--- src/rtl/i2s_tx_serializer_if.sv ---
// Stereo PCM frame handshake between a sample source (master) and
// i2s_tx_serializer (slave).
interface i2s_tx_serializer_if #(
   parameter int SAMPLE_W = 16
);
   logic                in_valid;
   logic                in_ready;
   logic [SAMPLE_W-1:0] in_left;
   logic [SAMPLE_W-1:0] in_right;

   modport master (
      output in_valid,
      output in_left,
      output in_right,
      input  in_ready
   );

   modport slave (
      input  in_valid,
      input  in_left,
      input  in_right,
      output in_ready
   );
endinterface

--- src/rtl/i2s_tx_serializer.sv ---
// I2S transmitter: 2-entry frame FIFO feeding a BCK/WS/DATA serializer.
// Define I2S_TX_VOLUME_EN to add the vol_atten arithmetic-shift attenuator.
module i2s_tx_serializer #(
   parameter int SAMPLE_W = 16,
   parameter int SLOT_W   = 32,
   parameter int BCK_HALF = 4
) (
   input  logic               clk,
   input  logic               reset,
   input  logic               en,
`ifdef I2S_TX_VOLUME_EN
   input  logic [3:0]         vol_atten,
`endif
   i2s_tx_serializer_if.slave in_if,
   output logic               i2s_bck,
   output logic               i2s_ws,
   output logic               i2s_data,
   output logic               underrun
);

   localparam int FRAME_BITS = 2 * SLOT_W;
   localparam int BC_W       = $clog2(FRAME_BITS);
   localparam int HC_W       = (BCK_HALF > 1) ? $clog2(BCK_HALF) : 1;

   typedef struct packed {
      logic [SAMPLE_W-1:0] left;
      logic [SAMPLE_W-1:0] right;
   } frame_t;

   logic [HC_W-1:0]     hc;
   logic [BC_W-1:0]     bitcnt;
   logic [BC_W-1:0]     bitcnt_next;
   logic [BC_W-1:0]     pos;
   logic [BC_W-1:0]     slot_idx;
   logic                hc_wrap;
   logic                bck_fall;
   logic                load;
   logic                right_ch;
   logic                ws_next;
   logic                data_next;
   logic [SAMPLE_W-1:0] sample;
   logic [SAMPLE_W-1:0] shifted;
   frame_t              frame_q;
   frame_t              frame_next;
   frame_t              load_frame;
   frame_t              head;

   frame_t              fifo_mem [2];
   logic                wr_ptr;
   logic                rd_ptr;
   logic [1:0]          count;
   logic [1:0]          count_next;
   logic                fifo_empty;
   logic                push;
   logic                pop;

   // Bit-clock timing: a falling BCK edge is the only moment serial state moves.
   always_comb begin
      hc_wrap     = (hc == HC_W'(BCK_HALF - 1));
      bck_fall    = en && hc_wrap && i2s_bck;
      bitcnt_next = (bitcnt == BC_W'(FRAME_BITS - 1)) ? '0 : bitcnt + 1'b1;
      load        = bck_fall && (bitcnt_next == BC_W'(1));
   end

   always_comb begin
      fifo_empty = (count == 2'd0);
      push       = in_if.in_valid && in_if.in_ready;
      pop        = load && !fifo_empty;
      count_next = count + {1'b0, push} - {1'b0, pop};
      head       = fifo_mem[rd_ptr];
   end

   // An empty FIFO at load time yields a silent frame.
   always_comb begin
      // NOTE: every always_comb output gets a default first so no path can infer a latch.
      load_frame = '0;
      if (!fifo_empty) begin
`ifdef I2S_TX_VOLUME_EN
         load_frame.left  = $signed(head.left) >>> vol_atten;
         load_frame.right = $signed(head.right) >>> vol_atten;
`else
         load_frame = head;
`endif
      end
   end

   // One-BCK I2S delay: bit position lags bitcnt by one, WS leads each MSB by one.
   always_comb begin
      frame_next = load ? load_frame : frame_q;
      pos        = (bitcnt_next == '0) ? BC_W'(FRAME_BITS - 1) : bitcnt_next - 1'b1;
      right_ch   = (pos >= BC_W'(SLOT_W));
      slot_idx   = right_ch ? pos - BC_W'(SLOT_W) : pos;
      sample     = right_ch ? frame_next.right : frame_next.left;
      shifted    = sample << slot_idx;
      data_next  = shifted[SAMPLE_W-1];
      ws_next    = (bitcnt_next >= BC_W'(SLOT_W));
   end

   always_ff @(posedge clk or posedge reset) begin
      // NOTE: sequential state uses non-blocking assignments so every register samples pre-edge values.
      if (reset) begin
         hc       <= '0;
         bitcnt   <= '0;
         i2s_bck  <= 1'b0;
         i2s_ws   <= 1'b0;
         i2s_data <= 1'b0;
         underrun <= 1'b0;
         frame_q  <= '0;
      end else if (!en) begin
         hc       <= '0;
         bitcnt   <= '0;
         i2s_bck  <= 1'b0;
         i2s_ws   <= 1'b0;
         i2s_data <= 1'b0;
         underrun <= 1'b0;
         frame_q  <= '0;
      end else begin
         hc <= hc_wrap ? '0 : hc + 1'b1;
         if (hc_wrap) begin
            i2s_bck <= ~i2s_bck;
         end
         if (bck_fall) begin
            bitcnt   <= bitcnt_next;
            i2s_ws   <= ws_next;
            i2s_data <= data_next;
            frame_q  <= frame_next;
         end
         underrun <= load && fifo_empty;
      end
   end

   // FIFO control keeps running while the serializer is disabled.
   always_ff @(posedge clk or posedge reset) begin
      if (reset) begin
         count          <= 2'd0;
         wr_ptr         <= 1'b0;
         rd_ptr         <= 1'b0;
         in_if.in_ready <= 1'b0;
      end else begin
         count          <= count_next;
         in_if.in_ready <= (count_next != 2'd2);
         if (push) begin
            wr_ptr <= ~wr_ptr;
         end
         if (pop) begin
            rd_ptr <= ~rd_ptr;
         end
      end
   end

   // NOTE: the storage array is not reset; the occupancy count alone marks valid entries.
   always_ff @(posedge clk) begin
      if (push) begin
         fifo_mem[wr_ptr] <= {in_if.in_left, in_if.in_right};
      end
   end

endmodule

--- src/flat_wrapper.sv ---
// flat-port wrapper written by rule: the top's interface ports become plain ports
module i2s_tx_serializer_flat 
#(
   parameter int SAMPLE_W = 16,
   parameter int SLOT_W   = 32,
   parameter int BCK_HALF = 4
)
  (clk, reset, en, i2s_bck, i2s_ws, i2s_data, underrun, in_if_in_valid, in_if_in_left, in_if_in_right, in_if_in_ready);
  i2s_tx_serializer_if #(.SAMPLE_W(SAMPLE_W)) in_if_i ();
  input  logic clk;
  input  logic reset;
  input  logic en;
  output logic i2s_bck;
  output logic i2s_ws;
  output logic i2s_data;
  output logic underrun;
  input wire logic [$bits(in_if_i.in_valid)-1:0] in_if_in_valid;
  input wire logic [$bits(in_if_i.in_left)-1:0] in_if_in_left;
  input wire logic [$bits(in_if_i.in_right)-1:0] in_if_in_right;
  output wire logic [$bits(in_if_i.in_ready)-1:0] in_if_in_ready;
  assign in_if_i.in_valid = in_if_in_valid;
  assign in_if_i.in_left = in_if_in_left;
  assign in_if_i.in_right = in_if_in_right;
  assign in_if_in_ready = in_if_i.in_ready;
  i2s_tx_serializer #(.SAMPLE_W(SAMPLE_W), .SLOT_W(SLOT_W), .BCK_HALF(BCK_HALF)) u_core (.clk(clk), .reset(reset), .en(en), .in_if(in_if_i), .i2s_bck(i2s_bck), .i2s_ws(i2s_ws), .i2s_data(i2s_data), .underrun(underrun));
endmodule
--- config.mk ---
export PLATFORM = sky130hd
export DESIGN_NAME = i2s_tx_serializer_flat
export DESIGN_NICKNAME = d
export VERILOG_FILES = /design/src/rtl/i2s_tx_serializer_if.sv /design/src/rtl/i2s_tx_serializer.sv /design/src/flat_wrapper.sv
export SDC_FILE = /design/constraint.sdc
export NUM_CORES = 1
export LEC_CHECK = 0
export BUFFER_PORTS_ARGS = -buffer_cell sky130_fd_sc_hd__buf_2
export CAP_MARGIN = 15
export CORE_ASPECT_RATIO = 0.7
export CORE_MARGIN = 2
export CORE_UTILIZATION = 60
export DETAILED_ROUTE_END_ITERATION = 10
export PLACE_DENSITY = 0.91
export SYNTH_ARGS = -nofsm -noshare
export SYNTH_HDL_FRONTEND = slang
export SYNTH_SLANG_ARGS = --single-unit
--- constraint.sdc ---
create_clock -name clk -period 3.45 [get_ports clk]
set_clock_uncertainty 0.05 [all_clocks]
set_input_delay 0.5175 -clock clk [delete_from_list [all_inputs] [get_ports clk]]
set_output_delay 0.5175 -clock clk [all_outputs]
set_load 0.05 [all_outputs]
## Yosys cells after proc, flatten, opt, wreduce, memory -nomap -nowiden

Memory sizes are Yosys's and may differ from the RTL's.
Cells that the tools add are included.
Widths: inputs -> output; s select.

| word-level totals | value |
|---|---|
| register bits after elaboration | 49 |
| memory bits (writable) | 64 |
| input bits | 36 |
| output and inout bits | 5 |
| word-level logic and storage cells | 61 |
| memories | 1 |

Memories:

| name | depth | width | rd ports | clocked after Yosys merged registers in | write ports | RTL line | source |
|---|---|---|---|---|---|---|---|
| u_core.fifo_mem | 2 | 32 | 1 | 0 | 1 | i2s_tx_serializer.sv:48 | `frame_t fifo_mem [2];` |

| operators by class | value |
|---|---|
| add/sub/neg operators | 6 |
| $lt $le $gt $ge | 2 |
| equality and inequality tests | 6 |
| shifts and indexed selects | 1 |
| multiplexer cells | 21 |
| bitwise gates (word level) | 3 |
| reduce and logical (&&, ||, !) cells | 9 |

Operators by type and width:

| cell | number |
|---|---|
| $mux 32 | 4 |
| $mux 6 | 5 |
| $mux 16 | 1 |
| $shl 16x6->16 | 1 |
| $ge 6x6->1 const B | 2 |
| $mux 1 | 9 |
| $add 6x1->6 const B | 1 |
| $eq 6x1->1 const B | 1 |
| $eq 6x6->1 const B | 1 |
| $logic_and 1x1->1 | 6 |
| $logic_not 6->1 | 1 |
| $sub 6x1->6 const B | 1 |
| $sub 6x6->6 const B | 1 |
| $mux 2 | 2 |
| $ne 2x1->1 const B | 2 |
| $not 1->1 | 3 |
| $add 2x1->2 | 1 |
| $add 2x1->2 const B | 1 |
| $eq 2x2->1 const B | 1 |
| $logic_not 2->1 | 1 |
| $ne 2x2->1 const B | 1 |
| $sub 2x1->2 | 1 |
| $logic_not 1->1 | 1 |

## Longest topological paths before layout

Gate-level depths: netlist of the first run.

| logic depth | value |
|---|---|
| depth in word-level cells | 9 |
| mapped depth | 13 |
| gate-level depth less buffers | 12 |

## Worst setup path after synthesis of the first run

No wires, ideal clock.

| timing path | value |
|---|---|
| path type | register -> register |
| from | register u_core.bitcnt[0] |
| to | register u_core.i2s_data |
| library setup time | 65 ps |
| arrival time | 2,925 ps |
| data required time | 3,335 ps |
| path slack | 409 ps |
| stages on the path, launching flop included | 14 |
| buffers on the path | 2 |
| path through | dfrtp_1 buf_6 inv_1 ha_1 inv_1 nand2_1 a32o_2 a211oi_4 buf_8 mux2i_1 nand3_1 o211a_1 a2111oi_0 a211o_1 |

| between the ends | value |
|---|---|
| cells in the longest elaborated chain, start to end | 9 |

RTL lines:

| what | RTL line | source |
|---|---|---|
| from (decl) | i2s_tx_serializer.sv:31 | `logic [BC_W-1:0] bitcnt;` |
| from (signal assigned) | i2s_tx_serializer.sv:123 | `bitcnt <= bitcnt_next;` |
| $add 6x1->6 / $eq 6x6->1 (equally long branches) | i2s_tx_serializer.sv:61 | `bitcnt_next = (bitcnt == BC_W'(FRAME_BITS - 1)) ? '0 : bitcnt + 1'b1;` |
| $mux 6 * | i2s_tx_serializer.sv:61 |  |
| $sub 6x1->6, or another cell as far along | i2s_tx_serializer.sv:90 | `pos = (bitcnt_next == '0) ? BC_W'(FRAME_BITS - 1) : bitcnt_next - 1'b1;` |
| $mux 6 / $logic_and 1x1->1 (equally long branches) | i2s_tx_serializer.sv:90, i2s_tx_serializer.sv:62 |  |
| $sub 6x6->6, or another cell as far along | i2s_tx_serializer.sv:92 | `slot_idx = right_ch ? pos - BC_W'(SLOT_W) : pos;` |
| $mux 6 / $mux 16 (equally long branches) | i2s_tx_serializer.sv:92, i2s_tx_serializer.sv:93 |  |
| $shl 16x6->16 * | i2s_tx_serializer.sv:94 | `shifted = sample << slot_idx;` |
| $mux 1 * | i2s_tx_serializer.sv:122 | `if (bck_fall) begin` |
| $mux 1 * | i2s_tx_serializer.sv:109 | `end else if (!en) begin` |
| to (signal assigned) | i2s_tx_serializer.sv:125 | `i2s_data <= data_next;` |
| to (decl) | i2s_tx_serializer.sv:17 | `output logic i2s_data,` |

Every way passes the cells marked *; elsewhere a longest branch is shown, timed or not. The select of a mux whose other input is x is not followed.
A chain may end at the register's enable or synchronous reset.

## Worst setup path in the final report of the first run

| timing path | value |
|---|---|
| from | register u_core.bitcnt[1] |
| to | register u_core.i2s_data |

Same word-level chain as after synthesis.

==> results.tsv, run 1 <==
stage	metric	value	unit
run_status	status	finished clean	
sta	Tcrit/Tclk final	0.953	
critical_path	crit-path max cell delay	0.48	ns
floorplan	Die X-Extent	118	µm
detailed_routing	Remaining DRCs	0	
synthesis	top-count cell post-synth	mux2i_1	
clocking	clock latency on the worst-skew pair	0.35	ns
critical_path	crit path launch type	register	
power	VDD IR max	459	µV
grt	initial antenna violation count	0	
grt	gr ovfl total	0	
power	Pwr Density	531	nW/µm²
place	Placer Congestion	0.921	
synthesis	Post-Syn Nets	483	
sta	Slew HR	0.446	
sta	Setup-failing EPs final	0	
critical_path	Worst path slowest cell	dfrtp_1	
sta	setup repair after global routing missed its margin	no	
detailed_routing	WL final	10.2	mm
clocking	TritonCTS Buffers	9	
floorplan	I/O Pins	41	
synthesis	post-synthesis sequential area ratio	0.573	
sta	worst-margin pin slew	0.825	ns
critical_path	FF-to-FF path depth	11	
layout	Post-Layout Cell Count	604	
place	Port-buffer cells	40	
synthesis	area leader, netlist	edfxtp_1	
sta	Final Slew Violations	0	
place	Area after DPL	5700	µm²
synthesis	Mapped Area	5450	µm²
clocking	maximum buffer depth of the clock tree	2	
detailed_routing	DR WL/cell	16.9	µm
layout	layout cell share with drive strength beyond 1	0.183	
clocking	CTS Hold Buffers Added	0	
critical_path	required time worst endpoint	3.70	ns
critical_path	CP arrival	3.54	ns
grt	first-pass GRT wire length	16.9	mm
clocking	clock-pin transition on the worst setup and hold timing paths	0.07	ns
detailed_routing	DR vias/cell	5.87	
synthesis	number of enable flip-flop cells after synthesis	64	
clocking	CTS H-Tree Depth	3	
critical_path	CP startpoint	u_core.bitcnt[1]$_DFFE_PP0P_	
floorplan	FP Rows	29	
critical_path	R2R setup slack	0.16	ns
place	DP HPWL	6.96	mm
synthesis	Avg Inst Size Synth	12.4	µm²
layout	final core occ	0.670	
synthesis	Synth Flop Type	edfxtp_1	
clocking	root buf cell	clkbuf_16	
layout	# fillers	693	
floorplan	Die Area	9870	µm²
sta	setup tns final	0	ns
sta	Final Hold Viols	0	
detailed_routing	starting DRC count in detailed routing	231	
critical_path	Critical Path Most Common Cell	mux2i_1	
flow_run	Max Cap Viol	0	
place	Post-Place Cells	588	
layout	post-route cell area	5980	µm²
clocking	CTS Sinks	112	
synthesis	Synth area leaders	edfxtp_1 35%, dfrtp_1 22%, mux2i_1 14%	
grt	Total GRT Usage	0.221	
critical_path	Critical Path Fanout Max	13	
synthesis	Mapped Cells	440	
synthesis	ys async rst share	0.429	
synthesis	Post-synth top cells	77 x mux2i_1, 64 x edfxtp_1, 48 x dfrtp_1	
grt	largest net degree at the start of global routing	45	
floorplan	chip height	83.7	µm
power	P_leak	2.32	nW
min_path	Hold/Removal Path Class	in -> async	
detailed_routing	1st-pass router iterations	5	
critical_path	worst r2r dst	u_core.i2s_data$_DFFE_PP0P_	
sta	min Tclk post-route	3.29	ns
detailed_routing	Vias	3544	
layout	Antenna Diode Count	0	
critical_path	crit-path cells	ha_1 -> a21boi_1 -> a21oi_2 -> o41ai_4 -> a211oi_4 -> buf_4 -> mux2i_1 -> mux2i_1 -> mux2_2 -> a2111oi_0 -> a211o_1	
sta	fmax	304	MHz
clocking	CTS tree	built	
critical_path	cell family with most CP delay	compound AO/OA/AOI/OAI gates	
synthesis	library cells used by synthesis	52	
synthesis	top-area cell type share of the netlist area	0.353	
critical_path	Bufs and invs on worst path	1	
critical_path	Setup crit end kind	register	
critical_path	Crit Path Category	reg -> reg	
floorplan	Placeable Area	8930	µm²
grt	number of global-route vias before repair	3470	
synthesis	number of synthesized register bits	112	
layout	final net count	518	
detailed_routing	Final ANT Viol Nets	0	
floorplan	Initial Util	0.610	
critical_path	CP Depth	11	
layout	area delta synth->final	9.74	%
critical_path	R2R Path Start	u_core.bitcnt[1]$_DFFE_PP0P_	
synthesis	YS warnings	0	
[state kept, by name, indices dropped and copies added, names as in the netlist]
| name | cells |
|---|---|
| u_core.rd_ptr | 1 |
| u_core.hc | 2 |
| u_core.i2s_bck | 1 |
| u_core.fifo_mem | 64 |
| u_core.bitcnt | 6 |
| u_core.wr_ptr | 1 |
| u_core.underrun | 1 |
| u_core.i2s_data | 1 |
| u_core.in_if.in_ready | 1 |
| u_core.frame_q | 32 |
| u_core.count | 2 |
[what timing repair did]
action,CTS,global route
endpoints found under the hold margin,0,0
gates resized for setup,0,1
endpoints found under the setup margin,0,1
buffers inserted,0,0
[cell families (layout without fill, tap and decap cells)]
family | after synthesis | after routing | share of synthesized area
buf+inv | 40 | 80 | 0.0482
mux | 79 | 79 | 0.146
fa+ha+maj | 7 | 7 | 0.0161
compound gates | 74 | 74 | 0.0914
simple gates | 120 | 120 | 0.113
flops | 112 | 112 | 0.573
xor+xnor | 8 | 8 | 0.0129
[report_power, final]
part	switching, mW	internal (mW)	leakage, nW	total, mW
Clock	0.452	0.507	0.129	0.959
Sequential	0.0718	1.63	1.25	1.71
Combinational	0.336	0.172	0.944	0.508
[area by class of cell]
| class | instances | area, µm² | share of cell area |
|---|---|---|---|
| tap | 124 | 155 | 0.0260 |
| clock buffer | 11 | 243 | 0.0406 |
| multi-input combinational | 288 | 2070 | 0.347 |
| timing repair buffer | 54 | 305 | 0.0511 |
| inverter | 10 | 45.0 | 0.00753 |
| clock inverter | 5 | 32.5 | 0.00544 |
| sequential | 112 | 3130 | 0.523 |
[worst max-delay path by stage]
stage,to
3_3_place_gp,u_core.i2s_data$_DFFE_PP0P_
6_report,u_core.i2s_data$_DFFE_PP0P_
2_1_floorplan,u_core.i2s_data$_DFFE_PP0P_
4_1_cts,u_core.i2s_data$_DFFE_PP0P_
5_1_grt,u_core.i2s_data$_DFFE_PP0P_
3_5_place_dp,u_core.i2s_data$_DFFE_PP0P_
[placed cells by master (no fill, tap or decap), drive strengths merged, types with 5 or more instances in the layout]
cell type  count
a21oi         12
a31oi          5
and2           5
and3           6
buf           54
clkbuf        11
dfrtp         48
edfxtp        64
ha             7
inv            9
mux2i         77
nand2         16
nand3         47
nor2          34
nor3b          7
o21ai         36
xnor2          5
[routing by layer]
| metal | vias to the layer above | track usage | wire length [µm] |
|---|---|---|---|
| met5 | - | 0 | 0 |
| met1 | 1734 | 0.297 | 4630 |
| met4 | 0 | 0.0537 | 153 |
| met3 | 15 | 0.0745 | 585 |
| met2 | 107 | 0.351 | 4810 |
| li1 | 1688 | - | - |
[metrics by stage]
stage,power (mW),worst slack (ns),hold slack (ns)
after global placement,2.22,0.318,0.373
after detailed placement,2.25,0.134,0.384
after global routing,3.32,0.0136,0.211
final,3.17,0.162,0.166
after CTS,3.20,0.123,0.188
after floorplan,2.07,0.409,0.364
Power figures use the tool's default switching activity.
==> inputs of run 2 (changes only) <==
CELL_PAD_IN_SITES_DETAIL_PLACEMENT = 1   (was default)
CELL_PAD_IN_SITES_GLOBAL_PLACEMENT = 1   (was default)
CORE_UTILIZATION = 49   (was 60)
PLACE_DENSITY = 0.9   (was 0.91)
RECOVER_POWER = 50   (was default)
==> run 2 against run 1 <==
  * The run now ends with capacitance limit, slew limit left
  * Global-route usage is 0.92 points lower
  * Routed wire length is 18% higher
  * Via count is 1.3% higher
  * Fmax down 0.35%
  * Final cell count up 5.1%
  * Worst setup slack lost 0.012 ns
  * First-iteration DRC count fell by 5.2%
  * Count of clock-buffer cells in the layout fell by 1
  * Final area is 1.3% higher
  * Non-clock buffer count increased by 2
  * Die area rose by 21%
  * Critical endpoint unchanged
==> results.tsv, run 2 (synthesized netlist as in run 1, its figures left out) <==
stage	metric	value	unit
clocking	root buf cell	clkbuf_16	
sta	setup tns final	0	ns
sta	fmax	303	MHz
floorplan	Initial Util	0.498	
sta	Setup-failing EPs final	0	
clocking	CTS Hold Buffers Added	0	
sta	Final Hold Viols	0	
layout	max reg flops	64	
critical_path	R2R setup slack	0.15	ns
layout	post-route cell area	6060	µm²
critical_path	Worst path slowest cell	dfrtp_1	
power	VDD IR max	403	µV
sta	setup repair after global routing missed its margin	no	
power	P_leak	2.32	nW
sta	min Tclk post-route	3.30	ns
flow_run	Max Cap Viol	1	
detailed_routing	WL final	12.0	mm
power	Switch Pwr	0.901	mW
detailed_routing	starting DRC count in detailed routing	219	
floorplan	FP Rows	32	
place	Port-buffer cells	40	
layout	largest registers	u_core.fifo_mem: 64 flops, u_core.frame_q: 32 flops, u_core.bitcnt: 6 flops	
clocking	maximum buffer depth of the clock tree	2	
grt	number of global-route vias before repair	3790	
critical_path	cell family with most CP delay	compound AO/OA/AOI/OAI gates	
min_path	Hold/Removal Path Class	in -> async	
floorplan	I/O Pins	41	
layout	Antenna Diode Count	0	
sta	Slew HR	-0.531	
layout	Most flops, register	u_core.fifo_mem	
critical_path	Critical Path Most Common Cell	mux2i_1	
floorplan	Die Area	12000	µm²
power	sequential power share	0.520	
grt	largest net degree at the start of global routing	49	
layout	most common cell after layout, fill and taps aside	mux2i_1	
power	Combinational Power Share	0.162	
clocking	TritonCTS Buffers	9	
critical_path	Bufs and invs on worst path	1	
floorplan	Placeable Area	10900	µm²
place	Area after DPL	5770	µm²
floorplan	Die X-Extent	130	µm
critical_path	crit-path cells	ha_2 -> a21boi_1 -> a21oi_2 -> o41ai_4 -> a211oi_4 -> buf_12 -> mux2i_1 -> mux2i_1 -> mux2_2 -> a2111oi_0 -> a211o_1	
detailed_routing	DR vias/cell	5.65	
clocking	clock latency on the worst-skew pair	0.34	ns
critical_path	worst r2r dst	u_core.i2s_data$_DFFE_PP0P_	
critical_path	required time worst endpoint	3.69	ns
clocking	post-cts gate resize count	0	
grt	Total GRT Usage	0.211	
clocking	CTS H-Tree Depth	3	
sta	Final Slew Violations	42	
critical_path	crit-path max cell delay	0.51	ns
power	Pwr Density	541	nW/µm²
detailed_routing	DR WL/cell	18.9	µm
run_status	failing checks	capacitance limit, slew limit	
clocking	clock-pin transition on the worst setup and hold timing paths	0.07	ns
power	Sw Ratio	0.275	
power	Internal	2.37	mW
floorplan	chip height	92.2	µm
layout	final net count	520	
critical_path	FF-to-FF path depth	11	
place	Placer Congestion	0.869	
critical_path	Setup crit end kind	register	
grt	gr ovfl total	0	
clocking	CTS Sinks	112	
grt	initial antenna violation count	0	
sta	Tcrit/Tclk final	0.957	
critical_path	Crit Path Category	reg -> reg	
grt	first-pass GRT wire length	19.4	mm
place	DP HPWL	8.23	mm
layout	layout cell share with drive strength beyond 1	0.164	
run_status	status	finished, violations left	
critical_path	crit path launch type	register	
layout	area delta synth->final	11.2	%
detailed_routing	Remaining DRCs	0	
sta	worst-margin pin slew	2.30	ns
critical_path	R2R Path Start	u_core.bitcnt[1]$_DFFE_PP0P_	
detailed_routing	Vias	3589	
critical_path	Critical Path Fanout Max	17	
layout	most frequent cells in the layout	77 x mux2i_1, 64 x edfxtp_1, 46 x dfrtp_1	
clocking	CTS tree	built	
power	clock power share	0.318	
clocking	Post-CTS Setup Inserts	0	
critical_path	CP arrival	3.54	ns
detailed_routing	Final ANT Viol Nets	0	
detailed_routing	1st-pass router iterations	4	
==> run 2: changes by cell type in the layout (fill, tap and decap cells not counted), sizes merged <==
cell,before,now
buf,54,43
bufinv,0,1
clkbuf,11,23
clkinv,4,2
clkinvlp,2,1
inv,9,12
==> run 2: worst max path at each step <==
stage / startpoint / end / slack, ns / cells after the start
after floorplan: u_core.bitcnt[0]$_DFFE_PP0P_ / u_core.i2s_data$_DFFE_PP0P_ / 0.41 / 13
after global placement: u_core.bitcnt[0]$_DFFE_PP0P_ / u_core.i2s_data$_DFFE_PP0P_ / 0.36 / 11
after detailed placement: u_core.bitcnt[1]$_DFFE_PP0P_ / u_core.i2s_data$_DFFE_PP0P_ / 0.09 / 11
after CTS: u_core.bitcnt[1]$_DFFE_PP0P_ / u_core.i2s_data$_DFFE_PP0P_ / 0.05 / 11
after global routing: u_core.bitcnt[1]$_DFFE_PP0P_ / u_core.i2s_data$_DFFE_PP0P_ / 0.01 / 11
final: u_core.bitcnt[1]$_DFFE_PP0P_ / u_core.i2s_data$_DFFE_PP0P_ / 0.15 / 11
==> run 2: power groups by stage <==
stage / combinational, mW / sequential (mW) / clock (mW)
3_3_place_gp: 0.506 / 1.72 / 0
5_1_grt: 0.586 / 1.72 / 1.12
3_5_place_dp: 0.535 / 1.73 / 0
2_1_floorplan: 0.352 / 1.72 / 0
6_report: 0.530 / 1.70 / 1.04
4_1_cts: 0.545 / 1.71 / 1.06
==> run 2: per-stage QoR <==
stage | power, mW | instances | util | hold WS, ns | worst slack (ns)
final | 3.28 | 635 | 0.554 | 0.0620 | 0.150
after global routing | 3.42 | 635 | 0.554 | 0.0831 | 0.0115
after CTS | 3.31 | 634 | 0.555 | 0.294 | 0.0527
after detailed placement | 2.27 | 618 | 0.528 | 0.399 | 0.0857
after global placement | 2.22 | 618 | 0.528 | 0.374 | 0.355
after floorplan | 2.07 | 440 | - | 0.364 | 0.409
==> run 2: cell type report <==
| cell class | count | area (µm²) |
|---|---|---|
| clock inverter | 6 | 65.1 |
| clock buffer | 10 | 229 |
| fill | 1173 | 4870 |
| multi-input combinational | 288 | 2070 |
| sequential | 112 | 3130 |
| tap | 153 | 191 |
| inverter | 10 | 45.0 |
| timing repair buffer | 56 | 327 |
==> run 2: per-layer routing <==
layer	vias up	GRT usage	share of wire	wire, µm
met2	62	0.358	0.50	6040
met1	1828	0.282	0.46	5470
li1	1689	-	-	-
met3	10	0.0449	0.033	392
met5	-	0	0	0
met4	0	0.0448	0.0095	114
